### src/rtl/count_uart_pkg.sv
// ----------------------------------------------------------------
// count_uart_pkg : shared types and constants for count_uart_tx
// Rev 1.0
// ----------------------------------------------------------------
`default_nettype none

package count_uart_pkg;

  typedef enum logic [1:0] {
    IDLE  = 2'd0,
    START = 2'd1,
    DATA  = 2'd2,
    STOP  = 2'd3
  } state_t;

  localparam int   FRAME_DATA_BITS = 8;
  localparam logic TX_IDLE         = 1'b1;
  localparam logic START_BIT       = 1'b0;
  localparam logic STOP_BIT        = 1'b1;

endpackage

`default_nettype wire

### src/rtl/snap_fifo.sv
// ----------------------------------------------------------------
// snap_fifo : synchronous FIFO with enable gate and occupancy-derived flags
// Rev 1.0
// ----------------------------------------------------------------
`default_nettype none

module snap_fifo #(
  parameter int DEPTH = 4,
  parameter int WIDTH = 8
) (
  input  logic             clk,
  input  logic             rst_n,
  input  logic             ena,
  input  logic             push,
  input  logic             pop,
  input  logic [WIDTH-1:0] wdata,
  output logic [WIDTH-1:0] rdata,
  output logic             full,
  output logic             empty
);

  localparam int PTR_W = $clog2(DEPTH);
  localparam int CNT_W = PTR_W + 1;
  localparam logic [CNT_W-1:0] CNT_FULL = CNT_W'(DEPTH);

  logic [WIDTH-1:0] mem [DEPTH];
  logic [PTR_W-1:0] wr_ptr;
  logic [PTR_W-1:0] rd_ptr;
  logic [CNT_W-1:0] count;
  logic             wr_en;
  logic             rd_en;

  // A pop in the same cycle frees a slot, so a push while full is still accepted.
  assign rd_en = ena & pop & ~empty;
  assign wr_en = ena & push & (~full | rd_en);

  assign full  = (count == CNT_FULL);
  assign empty = (count == '0);
  assign rdata = mem[rd_ptr];

  always_ff @(posedge clk) begin
    if (wr_en) begin
      mem[wr_ptr] <= wdata;
    end
  end

  always_ff @(posedge clk or negedge rst_n) begin
    if (!rst_n) begin
      wr_ptr <= '0;
      rd_ptr <= '0;
      count  <= '0;
    end else begin
      if (wr_en) begin
        wr_ptr <= wr_ptr + 1'b1;
      end
      if (rd_en) begin
        rd_ptr <= rd_ptr + 1'b1;
      end
      case ({wr_en, rd_en})
        2'b10:   count <= count + 1'b1;
        2'b01:   count <= count - 1'b1;
        default: count <= count;
      endcase
    end
  end

endmodule

`default_nettype wire

### src/rtl/count_uart_tx.sv
// ----------------------------------------------------------------
// count_uart_tx : snapshots the counter into a FIFO and sends each entry as 8N1
// Rev 1.0
// ----------------------------------------------------------------
`default_nettype none

module count_uart_tx
  import count_uart_pkg::*;
#(
  parameter int CLK_DIV    = 16,
  parameter int FIFO_DEPTH = 4,
  parameter int DATA_W     = 8
) (
  input  logic              clk,
  input  logic              rst_n,
  input  logic              ena,
  input  logic [DATA_W-1:0] data_in,
  input  logic              capture,
  input  logic              clear_ovf,
  output logic              tx,
  output logic              busy,
  output logic              fifo_empty,
  output logic              fifo_full,
  output logic              overflow
);

  localparam int BAUD_W = $clog2(CLK_DIV);
  localparam int BIT_W  = $clog2(FRAME_DATA_BITS);
  localparam logic [BAUD_W-1:0] BAUD_LAST = BAUD_W'(CLK_DIV - 1);
  localparam logic [BIT_W-1:0]  BIT_LAST  = BIT_W'(FRAME_DATA_BITS - 1);

  state_t            state_q, state_d;
  logic [BAUD_W-1:0] baud_q, baud_d;
  logic [BIT_W-1:0]  bit_q, bit_d;
  logic [DATA_W-1:0] shift_q, shift_d;
  logic              tx_q, tx_d;
  logic              busy_q, busy_d;
  logic              overflow_q;
  logic              pop;
  logic              baud_end;
  logic [DATA_W-1:0] fifo_rdata;

  snap_fifo #(
    .DEPTH (FIFO_DEPTH),
    .WIDTH (DATA_W)
  ) u_snap_fifo (
    .clk   (clk),
    .rst_n (rst_n),
    .ena   (ena),
    .push  (capture),
    .pop   (pop),
    .wdata (data_in),
    .rdata (fifo_rdata),
    .full  (fifo_full),
    .empty (fifo_empty)
  );

  assign baud_end = (baud_q == BAUD_LAST);

  always_comb begin
    state_d = state_q;
    baud_d  = baud_q;
    bit_d   = bit_q;
    shift_d = shift_q;
    tx_d    = tx_q;
    busy_d  = busy_q;
    pop     = 1'b0;
    if (state_q != IDLE) begin
      baud_d = baud_end ? '0 : baud_q + 1'b1;
    end
    case (state_q)
      IDLE: begin
        tx_d   = TX_IDLE;
        busy_d = 1'b0;
        if (!fifo_empty) begin
          pop     = 1'b1;
          shift_d = fifo_rdata;
          state_d = START;
          baud_d  = '0;
          tx_d    = START_BIT;
          busy_d  = 1'b1;
        end
      end
      START: begin
        if (baud_end) begin
          state_d = DATA;
          bit_d   = '0;
          tx_d    = shift_q[0];
        end
      end
      DATA: begin
        if (baud_end) begin
          if (bit_q == BIT_LAST) begin
            state_d = STOP;
            tx_d    = STOP_BIT;
          end else begin
            shift_d = shift_q >> 1;
            tx_d    = shift_q[1];
            bit_d   = bit_q + 1'b1;
          end
        end
      end
      STOP: begin
        // Chain straight into the next frame so queued entries go out gap-free.
        if (baud_end) begin
          if (!fifo_empty) begin
            pop     = 1'b1;
            shift_d = fifo_rdata;
            state_d = START;
            tx_d    = START_BIT;
          end else begin
            state_d = IDLE;
            tx_d    = TX_IDLE;
            busy_d  = 1'b0;
          end
        end
      end
      default: begin
        state_d = IDLE;
        baud_d  = '0;
        tx_d    = TX_IDLE;
        busy_d  = 1'b0;
      end
    endcase
  end

  always_ff @(posedge clk or negedge rst_n) begin
    if (!rst_n) begin
      state_q <= IDLE;
      baud_q  <= '0;
      bit_q   <= '0;
      shift_q <= '0;
      tx_q    <= TX_IDLE;
      busy_q  <= 1'b0;
    end else if (ena) begin
      state_q <= state_d;
      baud_q  <= baud_d;
      bit_q   <= bit_d;
      shift_q <= shift_d;
      tx_q    <= tx_d;
      busy_q  <= busy_d;
    end
  end

  // A dropped capture takes priority over a simultaneous clear.
  always_ff @(posedge clk or negedge rst_n) begin
    if (!rst_n) begin
      overflow_q <= 1'b0;
    end else if (ena) begin
      if (capture && fifo_full && !pop) begin
        overflow_q <= 1'b1;
      end else if (clear_ovf) begin
        overflow_q <= 1'b0;
      end
    end
  end

  assign tx       = tx_q;
  assign busy     = busy_q;
  assign overflow = overflow_q;

endmodule

`default_nettype wire

### config.mk
export PLATFORM = sky130hd
export DESIGN_NAME = count_uart_tx
export DESIGN_NICKNAME = d
export VERILOG_FILES = /design/src/rtl/count_uart_pkg.sv /design/src/rtl/snap_fifo.sv /design/src/rtl/count_uart_tx.sv
export SDC_FILE = /design/constraint.sdc
export NUM_CORES = 1
export LEC_CHECK = 0
export CAP_MARGIN = 10
export CELL_PAD_IN_SITES_DETAIL_PLACEMENT = 0
export CELL_PAD_IN_SITES_GLOBAL_PLACEMENT = 1
export CORE_ASPECT_RATIO = 2
export CORE_MARGIN = 2
export CORE_UTILIZATION = 33
export CTS_CLUSTER_SIZE = 14
export DETAILED_ROUTE_END_ITERATION = 8
export PLACE_DENSITY_LB_ADDON = 0.1
export SETUP_SLACK_MARGIN = 0.1
export SLEW_MARGIN = 15
export SYNTH_ARGS = -nofsm -noshare
export SYNTH_HDL_FRONTEND = slang
export SYNTH_HIERARCHICAL = 1
export SYNTH_SLANG_ARGS = --single-unit
### constraint.sdc
create_clock -name clk -period 6.8 [get_ports clk]
set_input_delay 1.7 -clock clk [delete_from_list [all_inputs] [get_ports clk]]
set_output_delay 1.7 -clock clk [all_outputs]
set_load 0.01 [all_outputs]
# Word level (Yosys, flattened, before mapping)
# Memory sizes are Yosys's and may differ from the RTL's.
# Cells that the tools add are included.
# classes
n_bitwise	7
eq_ne	15
n_addsub	6
mux	37
n_reduce_logical	17
# op_table
op	n
2-to-1 mux 8 bit	4
case mux 8 bit (3 select lines)	1
2-to-1 mux 4 bit	4
2-to-1 mux 1 bit	14
!= test 2 bit, second input constant	7
case mux 3 bit (2 select lines)	2
2-to-1 mux 2 bit	5
AND reduction 5 bit	2
nonzero test 2 bit	5
2-to-1 mux 3 bit	3
case mux 2 bit (4 select lines)	1
AND reduction 4 bit	2
adder 3 x 1 -> 3 bit, second input constant	2
equality test 2 bit, second input constant	3
equality test 3 bit, second input constant	2
AND reduction 6 bit	1
adder 2 x 1 -> 2 bit, second input constant	2
adder 4 x 1 -> 4 bit, second input constant	1
AND 1 bit	4
equality test 2 x 1 -> 1 bit, second input constant	2
equality test 4 bit, second input constant	1
case mux 1 bit (2 select lines)	2
case mux 1 bit (4 select lines)	1
logical NOT 3 bit	1
other kinds (8)	10
# word_totals
memories	1
output_inout_bits	5
register_bits	27
inputBits	13
mem_bits_rw	32
# memory_table
name	depth	width	read_ports	rd_ports_with_merged_regs	write_ports	line_no	text
u_snap_fifo.mem	4	8	1	0	1	snap_fifo.sv:26	logic [WIDTH-1:0] mem [DEPTH];

# Logic depth before layout (Yosys ltp)
# depth
ltp_word	10
depth_mapped	10
depth_no_buf	10

# Hierarchy
# Netlist, hierarchy kept.
# modules_own_cells
module	cells_each	area_per_inst_um2	instances	seq_area_each_um2
snap_fifo	92	1707.9	1	1136.1
count_uart_tx	110	1121.1	1	501.7

# Least setup slack after synthesis
# OpenSTA, ideal clock, no wires.
# synth_path
path_kind	input port to flip-flop
startpoint	input ena
endpoint	register u_snap_fifo.count[2]
required_ns	6.678
setup_ns	0.122
arrival_time_ns	2.935
path_slack_ns	3.744
path_buffers	0
path_stages	6
cell_sequence	o311ai_2 or2_2 fa_1 nand4bb_1 o211ai_1 nand2_1
# synth_between
elab_chain_cells	6
# synth_lines
item	line_no	text
from (decl)	count_uart_tx.sv:16	input logic ena,
AND 1 bit (2 in a row)	snap_fifo.sv:34	assign rd_en = ena & pop & ~empty;
OR 1 bit	snap_fifo.sv:35	assign wr_en = ena & push & (~full | rd_en);
AND 1 bit	snap_fifo.sv:35	
equality test 2 x 1 -> 1 bit / equality test 2 bit (equally long branches)	snap_fifo.sv:59	case ({wr_en, rd_en})
case mux 3 bit (2 select lines) / nonzero test 2 bit (equally long branches)	-	
to (signal assigned)	snap_fifo.sv:60	2'b10: count <= count + 1'b1;
to (signal assigned)	snap_fifo.sv:61	2'b01: count <= count - 1'b1;
to (signal assigned)	snap_fifo.sv:62	default: count <= count;
to (decl)	snap_fifo.sv:29	logic [CNT_W-1:0] count;
# Several ways; a longest one is shown, not always the timed one.
# A chain may end at the register's enable or synchronous reset.

# Worst setup path in the final report
# layout_path
startpoint	register u_snap_fifo.count[2]
endpoint	output fifo_empty
# layout_between
elab_chain_cells	1
# layout_lines
item	line_no	text
logical NOT 3 bit	snap_fifo.sv:38	assign empty = (count == '0);
to (decl)	count_uart_tx.sv:22	output logic fifo_empty,
# Every way passes these cells.

==> run summary <==
# resized after CTS = 0
Slowest stage cell on the critical path = nor3_1
Synth Register Bits = 59
Critical Path Max Stage Delay = 0.83 ns
F_max = 0.247 GHz
DR vias/cell = 5.16
Pre-CTS WS = 2.54 ns
Worst VDD drop = 0.224 mV
Worst Path Arrival = 2.35 ns
Compound-Gate Fraction of Synth Area = 0.108
Hold Startpoint = overflow
Critical-path cell list = nor3_1, clkdlybuf4s50_1
Clk_skew = 0.00596 ns
Yosys warnings = 6
Gate Count Post-Synth = 202
Die ar. = 0.00937 mm^2
Fillers = 758
Hold buffer count at cts = 0
Antenna Cells = 0
# clock sinks = 59
M1 GR Usage = 0.131
Clock-pin slew on the worst setup and hold paths = 0.05 ns
R2r startpoint = state_q[0]
PortBufs = 17
Average routed wire per standard cell = 17.4 um
TritonCTS clock tree = yes
Post-Synth Adder-Cell Area = 0.0602
Outcome = completed
Die W = 69.5 um
Hold_ws = 0.488 ns
Clk Latency, worst-skew pair = 0.32 ns
Main synth FF type = edfxtp_1
Htree depth = 3
Worst Setup Slack, final = 2.75 ns
Final ANT Viol Nets = 0
Worst reg-to-reg path cell count = 10
Clock root buffer = clkbuf_16
Mux share of post-synthesis cell area = 0.111
Synth area leaders = edfxtp_1 34%, dfrtp_1 23%, mux4_2 6.4%
Critical Path RT = 5.10 ns
Post-Synth Simple-Gate Area = 0.0920
Synth cell count leaders = 32 x edfxtp_1, 26 x dfrtp_1, 13 x nand2_1
Post-Syn Area per Cell = 14.0 um^2
Hold Path Sink = overflow
DP HPWL = 4030 um
Die H = 135 um
Critical path fanouts, max = 8
DRT Pass-1 Iters = 4
Antenna violations before repair = 0
Syn nets = 228
Worst Max-Slew Pin Slew = 0.971 ns
Xor/xnor share of the synthesized area = 0.0155
Congestion Overflow GR = 0
Worst R2R Setup Slack = 3.25 ns
Sum Neg Setup Slack = 0 ns
Min Tclk post-route = 4.05 ns
Routability congestion estimate = 0.718
Pleak = 0.00130 uW
Main combinational cell family by area after synthesis = multiplexers
Final hold vios = 0
Gr busiest metal = met2
Slew headroom = 0.348
First-pass GRT wire length = 9290 um
FFs w/ async S/R, synth = 0.458
Synth unique cells = 50
Area leader, netlist = edfxtp_1
Synth top area share = 0.340
Core area = 0.00829 mm^2
Util after Layout = 0.413
# nets final = 250
Hold WC Path Type = register to register
Setup-failing EPs final = 0
Reg-to-reg endpoint = u_snap_fifo/count[2]
Post-synth EDFFs = 32
Mapped Area = 0.00283 mm^2
Row cnt = 47
Cell with the most instances after synthesis = edfxtp_1
RSZ-0062 raised after global routing = false
Pin count of the biggest net entering global routing = 28
Fin. max-slew vios = 0
Number of buffers created by CTS = 9
Routed vias = 1686
Dpl cell area = 0.00307 mm^2
Maximum clock path buffer count = 2
Postcts setup bufs = 0
Hold Crit Depth = 2
Vias in the first global route = 1861
Endpoint class of the critical path = output pin
WL final = 5690 um
Area growth syn-to-layout = 21.1%
Met2 usage = 0.246
Crit start category = register
Pwr per Cell Area = 466 mW/mm^2
Starting Density = 0.341
DRC = 0
# IOs = 18
Post-synthesis sequential area ratio = 0.579
Final Instance Area = 0.00343 mm^2
Global Route Usage Sum = 0.132
Drt initial violations = 133
Share of post-route cells with drive strength above 1 = 0.183
Fin crit share = 0.595
Critical path class = register to output pin
Met3 usage = 0.0291
Max-cap check violation count = 0
## cells in the final DEF, fill, tap and decap left out, types with 8 or more instances in the layout
master	instances
nor2_1	10
edfxtp_1	32
clkdlybuf4s50_1	17
inv_1	11
mux2i_1	10
ha_1	12
dfrtp_1	26
o21ai_0	11
clkbuf_16	9
nand2_1	13
mux4_2	8
## sequential cells by signal (all words and copies together) (netlist names)
signal,cells
u_snap_fifo/count,3
u_snap_fifo/mem,32
overflow,1
baud_q,4
tx,1
u_snap_fifo/wr_ptr,2
bit_q,3
shift_q,8
state_q,2
busy,1
u_snap_fifo/rd_ptr,2
## logic make-up after synthesis
logic type                 count (synthesis)
AOI/OAI and AO/OA                         38
xor gates and xnor gates                   5
adders and majority gates                 13
buffers and inverters                     18
DFF                                       59
muxes                                     21
and+or+nand+nor                           48
## power breakdown
part	switching, uW	leakage (uW)	internal [uW]
Combinational	258	0.000523	235
Sequential	101	0.000609	478
Clock	157	0.000173	368
## worst max-delay path, delay by kind of cell, from the launching register on
family,cells,cell delay [ns]
and+or+nand+nor,1,0.83
buffers and inverters,1,0.69
DFF,1,0.50
## worst max-delay path by stage
stage,startpoint,end,slack (ns),cells after the start
after global placement,ena,u_snap_fifo/count[2],2.69,7
after global routing,u_snap_fifo/count[2],fifo_empty,2.65,2
after floorplan,ena,u_snap_fifo/count[2],3.74,6
final,u_snap_fifo/count[2],fifo_empty,2.75,2
after detailed placement,ena,u_snap_fifo/count[2],2.54,7
after CTS,u_snap_fifo/count[2],fifo_empty,2.77,2
## layer usage
| metal | wire length [um] | part of all wire |
|---|---|---|
| met1 | 2180 | 0.38 |
| met2 | 3220 | 0.57 |
| met3 | 143 | 0.025 |
| met4 | 142 | 0.025 |
| met5 | 0 | 0 |
## stage by stage
stage / total power (uW) / instances
after floorplan: 947 / 202
after global placement: 1060 / 311
after detailed placement: 1080 / 311
after CTS: 1620 / 327
after global routing: 1700 / 327
final: 1600 / 327
## layout make-up
type / count / area (um^2) / share of cell area
clock buffers: 10 / 239 / 0.0698
flip-flops and latches: 59 / 1640 / 0.478
clock inverters: 6 / 113 / 0.0329
well taps: 98 / 123 / 0.0358
inverters: 11 / 41.3 / 0.0121
repair buffers: 18 / 178 / 0.0519
multi-input cells: 125 / 1090 / 0.320
Power figures use the tool's default switching activity.
